## src/rtl/lc3_pkg.sv

```systemverilog
// rtl/lc3_pkg.sv - shared LC-3 operate-instruction constants, states and helpers
//
// Purpose: opcode constants, sequencer state encoding, NZP reset value and a
//          helper that derives the condition codes from a 16-bit result.
// Ports:   none (package).

package lc3_pkg;

   localparam logic [3:0] OP_ADD = 4'b0001;
   localparam logic [3:0] OP_AND = 4'b0101;
   localparam logic [3:0] OP_NOT = 4'b1001;

   localparam logic [2:0] NZP_RESET = 3'b010;

   typedef enum logic [1:0] {
      IDLE  = 2'd0,
      READ  = 2'd1,
      EXEC  = 2'd2,
      WRITE = 2'd3
   } state_t;

   // Exactly one of {N,Z,P} is set for any 16-bit value.
   function automatic logic [2:0] nzp_of(input logic [15:0] value);
      if (value[15])
         return 3'b100;
      else if (value == 16'h0000)
         return 3'b010;
      else
         return 3'b001;
   endfunction

   function automatic logic is_legal(input logic [3:0] opcode);
      return (opcode == OP_ADD) || (opcode == OP_AND) || (opcode == OP_NOT);
   endfunction

endpackage

```

## src/rtl/lc3_alu.sv

```systemverilog
// rtl/lc3_alu.sv - combinational ADD/AND/NOT datapath for the operate sequencer
//
// Purpose: computes the operate-instruction result and the condition codes it
//          would produce.
// Ports:   opcode   in  4   INSTR[15:12]
//          a        in  16  source-1 operand
//          b        in  16  source-2 operand (used when imm_sel = 0)
//          imm_sel  in  1   INSTR[5]; selects sign-extended imm5 over b
//          imm5     in  5   INSTR[4:0]
//          result   out 16  ALU result (0 for unsupported opcodes)
//          nzp_next out 3   {N,Z,P} derived from result

module lc3_alu
   import lc3_pkg::*;
(
   input  logic [3:0]  opcode,
   input  logic [15:0] a,
   input  logic [15:0] b,
   input  logic        imm_sel,
   input  logic [4:0]  imm5,
   output logic [15:0] result,
   output logic [2:0]  nzp_next
);

   logic [15:0] operand;

   always_comb begin
      operand = imm_sel ? {{11{imm5[4]}}, imm5} : b;
      case (opcode)
         OP_ADD:  result = a + operand;  // wraps modulo 2^16, no overflow flag
         OP_AND:  result = a & operand;
         OP_NOT:  result = ~a;
         default: result = 16'h0000;
      endcase
      nzp_next = nzp_of(result);
   end

endmodule

```

## src/rtl/lc3_alu_sequencer.sv

```systemverilog
// rtl/lc3_alu_sequencer.sv - four-cycle ADD/AND/NOT sequencer driving the LC-3 register file
//
// Purpose: accepts one operate instruction per handshake, reads its operands
//          from the register file, writes back the result and keeps NZP.
// Ports:   CLK, RESET (async, active high)
//          INSTR[15:0], INSTR_VALID in / INSTR_READY out  instruction handshake
//          RS1[2:0], RS2[2:0] out; RS1_DATA, RS2_DATA[15:0] in  register reads
//          RD[2:0], RD_LE, DATA_IN[15:0] out                  register write
//          NZP[2:0], DONE, ILLEGAL out                        status

module lc3_alu_sequencer
   import lc3_pkg::*;
(
   input  logic        CLK,
   input  logic        RESET,
   input  logic [15:0] INSTR,
   input  logic        INSTR_VALID,
   output logic        INSTR_READY,
   output logic [2:0]  RS1,
   output logic [2:0]  RS2,
   input  logic [15:0] RS1_DATA,
   input  logic [15:0] RS2_DATA,
   output logic [2:0]  RD,
   output logic        RD_LE,
   output logic [15:0] DATA_IN,
   output logic [2:0]  NZP,
   output logic        DONE,
   output logic        ILLEGAL
);

   state_t      state_q, state_d;
   logic [3:0]  op_q, op_d;
   logic [2:0]  dr_q, dr_d;
   logic        imm_sel_q, imm_sel_d;
   logic [4:0]  imm5_q, imm5_d;
   logic        legal_q, legal_d;
   logic [2:0]  nzp_pend_q, nzp_pend_d;
   logic [2:0]  rs1_q, rs1_d;
   logic [2:0]  rs2_q, rs2_d;
   logic [2:0]  rd_q, rd_d;
   logic        rd_le_q, rd_le_d;
   logic [15:0] data_in_q, data_in_d;
   logic [2:0]  nzp_q, nzp_d;
   logic        done_q, done_d;
   logic        illegal_q, illegal_d;

   logic [15:0] alu_result;
   logic [2:0]  alu_nzp;

   lc3_alu u_alu (
      .opcode   (op_q),
      .a        (RS1_DATA),
      .b        (RS2_DATA),
      .imm_sel  (imm_sel_q),
      .imm5     (imm5_q),
      .result   (alu_result),
      .nzp_next (alu_nzp)
   );

   // Reset is folded in so no instruction can be handshaked while it is held.
   assign INSTR_READY = (state_q == IDLE) && !RESET;

   always_comb begin
      state_d    = state_q;
      op_d       = op_q;
      dr_d       = dr_q;
      imm_sel_d  = imm_sel_q;
      imm5_d     = imm5_q;
      legal_d    = legal_q;
      nzp_pend_d = nzp_pend_q;
      rs1_d      = rs1_q;
      rs2_d      = rs2_q;
      rd_d       = rd_q;
      rd_le_d    = 1'b0;
      data_in_d  = data_in_q;
      nzp_d      = nzp_q;
      done_d     = 1'b0;
      illegal_d  = 1'b0;

      case (state_q)
         IDLE: begin
            if (INSTR_VALID) begin
               op_d      = INSTR[15:12];
               dr_d      = INSTR[11:9];
               imm_sel_d = INSTR[5];
               imm5_d    = INSTR[4:0];
               rs1_d     = INSTR[8:6];
               rs2_d     = INSTR[2:0];
               state_d   = READ;
            end
         end
         READ: begin
            // Register file samples RS1/RS2 on this closing edge.
            state_d = EXEC;
         end
         EXEC: begin
            legal_d = is_legal(op_q);
            if (is_legal(op_q)) begin
               data_in_d  = alu_result;
               rd_d       = dr_q;
               rd_le_d    = 1'b1;
               nzp_pend_d = alu_nzp;
            end
            state_d = WRITE;
         end
         WRITE: begin
            // NZP commits on the same edge the register file takes the write.
            if (legal_q)
               nzp_d = nzp_pend_q;
            done_d    = 1'b1;
            illegal_d = !legal_q;
            state_d   = IDLE;
         end
         default: state_d = IDLE;
      endcase
   end

   always_ff @(posedge CLK or posedge RESET) begin
      if (RESET) begin
         state_q    <= IDLE;
         op_q       <= 4'h0;
         dr_q       <= 3'd0;
         imm_sel_q  <= 1'b0;
         imm5_q     <= 5'd0;
         legal_q    <= 1'b0;
         nzp_pend_q <= NZP_RESET;
         rs1_q      <= 3'd0;
         rs2_q      <= 3'd0;
         rd_q       <= 3'd0;
         rd_le_q    <= 1'b0;
         data_in_q  <= 16'h0000;
         nzp_q      <= NZP_RESET;
         done_q     <= 1'b0;
         illegal_q  <= 1'b0;
      end else begin
         state_q    <= state_d;
         op_q       <= op_d;
         dr_q       <= dr_d;
         imm_sel_q  <= imm_sel_d;
         imm5_q     <= imm5_d;
         legal_q    <= legal_d;
         nzp_pend_q <= nzp_pend_d;
         rs1_q      <= rs1_d;
         rs2_q      <= rs2_d;
         rd_q       <= rd_d;
         rd_le_q    <= rd_le_d;
         data_in_q  <= data_in_d;
         nzp_q      <= nzp_d;
         done_q     <= done_d;
         illegal_q  <= illegal_d;
      end
   end

   assign RS1     = rs1_q;
   assign RS2     = rs2_q;
   assign RD      = rd_q;
   assign RD_LE   = rd_le_q;
   assign DATA_IN = data_in_q;
   assign NZP     = nzp_q;
   assign DONE    = done_q;
   assign ILLEGAL = illegal_q;

endmodule

```

## config.mk

```make
export PLATFORM = sky130hd
export DESIGN_NAME = lc3_alu_sequencer
export DESIGN_NICKNAME = d
export VERILOG_FILES = /design/src/rtl/lc3_pkg.sv /design/src/rtl/lc3_alu.sv /design/src/rtl/lc3_alu_sequencer.sv
export SDC_FILE = /design/constraint.sdc
export NUM_CORES = 1
export LEC_CHECK = 0
export ABC_AREA = 1
export BUFFER_PORTS_ARGS = -buffer_cell sky130_fd_sc_hd__buf_2
export CORE_UTILIZATION = 50
export DETAILED_ROUTE_END_ITERATION = 6
export GPL_TIMING_DRIVEN = 1
export PLACE_DENSITY = 0.76
export SYNTH_ARGS = -nofsm -noshare
export SYNTH_HDL_FRONTEND = slang
export SYNTH_HIERARCHICAL = 1
export SYNTH_SLANG_ARGS = --single-unit
```

## constraint.sdc

```tcl
create_clock -name CLK -period 2.6 [get_ports CLK]
set_input_delay 0 -clock CLK [delete_from_list [all_inputs] [get_ports CLK]]
set_output_delay 0 -clock CLK [all_outputs]
set_load 0.1 [all_outputs]
```

==> results of run 1 <==
-- sequential cells by signal, indices dropped and copies added, names as in the netlist --
name and flops:
DATA_IN 16, DONE 1, nzp_pend_q 3, RS1 3
RD_LE 1, ILLEGAL 1, imm_sel_q 1, imm5_q 5
dr_q 3, state_q 2, NZP 3, RD 3
op_q 4, legal_q 1
-- metal layers --
| metal | vias up | routed length, um | share of wire [%] |
|---|---|---|---|
| li1 | 1865 | - | - |
| met1 | 1631 | 4290 | 47 |
| met2 | 82 | 4470 | 48 |
| met3 | 8 | 353 | 3.8 |
| met4 | 0 | 102 | 1.1 |
| met5 | - | 0 | 0 |
-- Yosys cell counts (4+ instances only) --
master,number
nand4_1,25
nand3_1,41
inv_2,5
nand3_2,8
nand3b_1,10
buf_6,4
buf_4,7
nor2_2,4
ha_1,20
nor2_1,24
o22ai_1,7
o21ai_0,18
inv_1,68
nand2_2,16
dfrtp_1,45
a21oi_1,8
buf_2,8
nand2_1,158
-- cells by family after synthesis --
kind of cell             share of synthesized area, %
adder cells (fa/ha/maj)                          7.36
XOR/XNOR                                        0.239
AND/OR/NAND/NOR                                  40.0
flip-flops                                       32.1
AO/OA/AOI/OAI                                    7.16
buffers and inverters                            12.2
multiplexers                                    0.920
-- repair_timing --
item / CTS / global route
setup endpoints to repair: 3 / 5
pin swaps: 2 / 16
endpoints found under the hold margin: 61 / 0
buffers inserted: 1 / 0
resized for setup: 5 / 28
hold buffers: 17 / 0
-- worst register-to-register path: stages, from the launching register on --
cell     delay [ns]
dfrtp_2        0.47
mux2_4         0.24
ha_4           0.14
inv_2          0.04
fa_2           0.56
inv_2          0.03
nand4_1        0.09
nand3_2        0.09
nor2_1         0.12
nand2_1        0.08
nor2_2         0.10
nand2_1        0.06
nor2_2         0.12
nand3_2        0.10
nor2_4         0.13
nor2_2         0.04
nand4_1        0.07
nand2_1        0.06
-- worst paths after layout --
path / start / endpoint / slack (ns)
min: INSTR_VALID / op_q[2]$_DFFE_PP0P_ / 0.08
max reg2reg: imm_sel_q$_DFFE_PP0P_ / nzp_pend_q[0]$_DFFE_PP0P_ / -0.02
min reg2reg: NZP[1]$_DFFE_PP1P_ / NZP[1]$_DFFE_PP1P_ / 0.47
max in group asynchronous: RESET / imm_sel_q$_DFFE_PP0P_ / 1.47
min in group asynchronous: RESET / RS1[1]$_DFFE_PP0P_ / 0.48
max: imm_sel_q$_DFFE_PP0P_ / nzp_pend_q[0]$_DFFE_PP0P_ / -0.02
-- per-stage QoR --
step                      hold slack, ns  utilization [%]
after global placement             0.230             61.3
after floorplan                    0.133                -
after detailed placement           0.233             61.3
after CTS                         0.0749             65.7
final                             0.0818             66.9
after global routing               0.105             66.9
-- cell usage in the layout (no fill, tap or decap), drive strengths merged --
cell,count
fa,1
o21ai,22
or2,1
dfrtp,45
clkbuf,5
xnor2,1
nor2,31
a21oi,11
dfstp,2
mux2,3
nand4,25
buf,108
nor3,2
o21bai,1
nand3b,10
o22ai,9
inv,75
a31oi,1
dlygate4sd3,17
bufinv,1
nand3,51
ha,20
and2,1
clkinv,2
nand2,177
clkinvlp,1
-- final cells by class --
class	count	area, sq um
fillers	599	2300
repair buffers	125	788
clock buffers	5	68.8
clock inverters	3	46.3
flip-flops and latches	47	1180
well taps	96	120
multi-input cells	367	2140
inverters	76	299
-- power by group --
part / leakage, uW / internal (uW) / total, uW / switching, uW
Sequential: 0.000586 / 1090 / 1350 / 255
Combinational: 0.00195 / 1220 / 4630 / 3420
Clock: 0.0000548 / 290 / 550 / 260
==> impl_metrics.yaml, run 1 <==
place:
  place_congestion: 0.882
  placedCellCount: 693
  io_buffers: 82
  hpwl_um: 6870
  place_area_sq_um: 4260
  place_ws_ns: -0.117
worst_setup_path:
  critPathBufInv: 2
  arrival_ns: 2.82
  critical-path-top-delay-family: "simple AND/OR/NAND/NOR gates"
  cp.depth: 17
  max_stage_delay_ns: 0.56
  r2r_cells: 17
  cp-end-kind: "register"
  path_class: "register to register"
  cp.required_ns: 2.80
  slowest_stage: "fa_2"
  cp_max_fo: 8
  crit_path_cell_trace: "mux2_4 -> ha_4 -> inv_2 -> fa_2 -> inv_2 -> nand4_1 -> nand3_2 -> nor2_1 -> nand2_1 -> nor2_2 -> nand2_1 -> nor2_2 -> nand3_2 -> nor2_4 -> nor2_2 -> nand4_1 -> nand2_1"
  start_kind: "register"
global_routing:
  grt_util_met2_pct: 42.9
  grt_pass1_vias: 3438
  grt_max_degree: 48
  grt_use_total_pct: 25.2
  antenna_found_initial: 0
  grt_pass1_wl_um: 15300
  met1_usage_pct: 33.6
  grt-ovfl-total: 0
  grt.busiest_layer: "met2"
  gr-usage-met3_pct: 3.77
synth:
  synth_top_area_share_pct: 30.7
  syn_inst: 512
  syn_area_sq_um: 3670
  ys_seq_area_share_pct: 32.1
  synthArstFlopShare_pct: 100
  syn_avg_cell_area_sq_um: 7.17
  synth_top_cell_by_area: "dfrtp_1"
  synth_seq_cells: 47
  synth_edf_count: 0
  syn-num-nets: 584
  ys_warn_count: 6
  synth-main-ff-cell: "dfrtp_1"
  synth_cell_types: 40
  netlist_top_cells_area: "dfrtp_1 31%, nand2_1 16%, inv_1 7.0%, ha_1 6.8%, nand3_1 5.6%"
min_path:
  min_path_type: "input port to register"
  holdPathStages: 3
sta:
  setup_viol: 2
  rsz0062_at_grt: "true"
  skew_ns: 0.00502
  worstMarginPinSlew_ns: 0.972
  finalHoldViolCount: 0
  fmax_ghz: 0.382
  timing.setup.tns_ns: -0.0229
  relSlewSlack_pct: 35.1
  min_period_ns: 2.62
  slew_viol_final: 0
  post-route-period-util_pct: 101
  fin_ws_ns: -0.0207
pwr:
  powerDensity_nw_per_um2: 1410
  power_leakage_uw: 0.00259
  power_uw: 6530
  ir_worst_vdd_mv: 1.13
floorplanning:
  core_area_sq_um: 6940
  die_x_um: 87.7
  io_pins: 83
  start_util_pct: 52.9
  die_h_um: 87.7
  num_rows: 30
  die_area_sq_um: 7690
detailed_routing:
  avgViaCountPerCell: 4.99
  drt_iter0_drc: 169
  route.detailed.drc: 0
  wl_per_cell_um: 12.8
  ant_nets: 0
  drt-total-wl_um: 9210
  via_count: 3586
  dr.pass1.iters: 7
job:
  cap_violations: 0
status:
  violations: "setup timing"
  status: "finished, violations left"
clock_network:
  cts-buffers-inserted: 5
  clk_latency_ns: 0.30
  cts.path.max_buffers: 2
  clk_pin_slew_ns: 0.09
  ctsRootBufferMaster: "clkbuf_8"
  h-tree-depth: 2
  clock_sinks: 47
  cts_tree: "built"
cells_and_area:
  num-nets-final: 694
  layout-drive-gt1-share_pct: 31.8
  synthToLayoutAreaGrowth_pct: 26.5
  layout.cells.non_filler: 719
  final_area_sq_um: 4650
  antenna_cells: 0
(Power assumes the default switching activity.)
==> run 2: changes to the inputs <==
Settings changed: GPL_TIMING_DRIVEN 1 to 0.
==> run 2 against run 1 <==
The flow now finishes without violations. Sequential cell count unchanged. Maximum frequency increased by 0.88%. Global-route usage increased by 1.0 points. Count of clock-buffer cells in the layout unchanged. Critical path type unchanged. Largest cell class unchanged. Largest power group unchanged. Highest routed layer unchanged.
==> impl_metrics.yaml, run 2 (synthesis results as in run 1) <==
job:
  cap_violations: 0
floorplanning:
  die_h_um: 87.7
  core_area_sq_um: 6940
  die_area_sq_um: 7690
  die_x_um: 87.7
  num_rows: 30
  io_pins: 83
  start_util_pct: 52.9
cells_and_area:
  seqCellArea_sq_um: 1180
  mostFrequentLayoutCells: "147 x nand2_1, 89 x buf_2, 64 x inv_1"
  final_area_sq_um: 4860
  num-nets-final: 701
  largest_reg_flops: 16
  multi_input_area_sq_um: 2320
  layout-drive-gt1-share_pct: 35.9
  nFillCells: 616
  post-route-util_pct: 70.0
  synthToLayoutAreaGrowth_pct: 32.4
  layout.cells.non_filler: 726
  final_common_cell: "nand2_1"
  antenna_cells: 0
sta:
  worstMarginPinSlew_ns: 0.490
  fmax_ghz: 0.385
  timing.setup.tns_ns: 0
  skew_ns: 0.00613
  post-route-period-util_pct: 99.9
  min_period_ns: 2.60
  setup_viol: 0
  rsz0062_at_grt: "true"
  relSlewSlack_pct: 67.6
  holdWs_ns: 0.0164
  finalHoldViolCount: 0
  slew_viol_final: 0
worst_setup_path:
  start_kind: "register"
  slowest_stage: "dfrtp_2"
  crit_path_cell_trace: "buf_6 -> mux2_4 -> ha_4 -> nand2_1 -> nor2_2 -> nand3_2 -> nand2_2 -> nand2_1 -> nand2_1 -> nand2_1 -> nand3_1 -> nand2_1 -> nor2_1 -> nand3_2 -> nor2_4 -> nor2_2 -> nand4_1 -> nand2_1"
  cp.required_ns: 2.80
  cp-end-kind: "register"
  critPathBufInv: 1
  cp.depth: 18
  cp_max_fo: 6
  arrival_ns: 2.79
  critical-path-top-delay-family: "simple AND/OR/NAND/NOR gates"
  critPathMostFrequentCell: "nand2_1"
  r2r_cells: 18
  max_stage_delay_ns: 0.48
  path_class: "register to register"
detailed_routing:
  via_count: 3764
  drt-total-wl_um: 9750
  dr.pass1.iters: 5
  drt_iter0_drc: 193
  wl_per_cell_um: 13.4
  ant_nets: 0
  avgViaCountPerCell: 5.18
  route.detailed.drc: 0
pwr:
  powerDensity_nw_per_um2: 1380
  ir_worst_vdd_mv: 1.26
  power_leakage_uw: 0.00266
place:
  place_congestion: 0.852
  io_buffers: 81
  hpwl_um: 7080
  place_area_sq_um: 4220
  placedCellCount: 690
global_routing:
  grt_pass1_wl_um: 15800
  grt_max_degree: 42
  antenna_found_initial: 0
  grt-ovfl-total: 0
  grt_pass1_vias: 3592
  grt_use_total_pct: 26.2
clock_network:
  clock_sinks: 47
  cts_tree: "built"
  cts-buffers-inserted: 5
  clk_latency_ns: 0.31
  h-tree-depth: 2
  clk_pin_slew_ns: 0.09
  cts.path.max_buffers: 2
  ctsRootBufferMaster: "clkbuf_8"
min_path:
  min_path_type: "input port to register"
  holdPathStages: 3
status:
  status: "complete, no violations"
==> run 2: cell count changes in the layout (fill, tap and decap cells not counted), moves of 3 or more <==
cell	before	now
nand2_1	151	147
buf_6	0	6
o21ai_4	0	3
buf_4	25	17
ha_4	2	8
buf_2	82	89
o21ai_0	15	9
ha_1	17	11
nand3_2	8	11
nand3_1	40	37
==> run 2: worst paths after layout <==
check / from / to / slack (ns)
max: imm_sel_q$_DFFE_PP0P_ / nzp_pend_q[0]$_DFFE_PP0P_ / 0.002
max in group asynchronous: RESET / nzp_pend_q[1]$_DFFE_PP1P_ / 1.94
min in group asynchronous: RESET / imm5_q[1]$_DFFE_PP0P_ / 0.15
max reg2reg: imm_sel_q$_DFFE_PP0P_ / nzp_pend_q[0]$_DFFE_PP0P_ / 0.002
min: INSTR_VALID / imm5_q[3]$_DFFE_PP0P_ / 0.02
min reg2reg: NZP[1]$_DFFE_PP1P_ / NZP[1]$_DFFE_PP1P_ / 0.47
==> run 2: report_power, final <==
group          total (uW)  switching, uW  internal, uW
combinational        4900           3530          1370
clock                 445            255           190
sequential           1380            285          1090
==> run 2: cell type report <==
cell class | count | area share [%]
tap | 96 | 2.47
inverter | 76 | 6.15
sequential | 47 | 24.3
multi-input combinational | 367 | 47.7
timing repair buffer | 111 | 14.3
clock buffer | 5 | 1.42
clock inverter | 3 | 0.386
buffer | 21 | 3.40
==> run 2: worst reg2reg max path: cells and delay by family (launching register included) <==
kind	cells	cell delay, ns
buffers and inverters	1	0.15
flip-flops	1	0.48
adder cells (fa/ha/maj)	1	0.29
AND/OR/NAND/NOR	15	1.25
multiplexers	1	0.31
==> run 2: per-layer routing <==
metal | share of wire [%] | GRT usage (%) | up-vias
met4 | 2.3 | 8.05 | 0
met2 | 50 | 46.7 | 125
met3 | 4.7 | 4.81 | 18
met5 | 0 | 0 | -
met1 | 43 | 32.1 | 1742
li1 | - | - | 1879
==> run 2: what timing repair did <==
item,CTS,global route
setup buffers,8,4
setup endpoints to repair,8,3
cloned,0,0
endpoints found under the hold margin,61,0
pin swaps,19,23
gates resized for setup,47,28
hold buffers,17,0
==> run 2: metrics by stage <==
stage	power, uW	setup slack [ns]
floorplan	4920	0.0223
global placement	5610	-0.378
detailed placement	5720	-0.448
CTS	6500	-0.00802
global route	7160	-0.138
finish	6720	0.00215
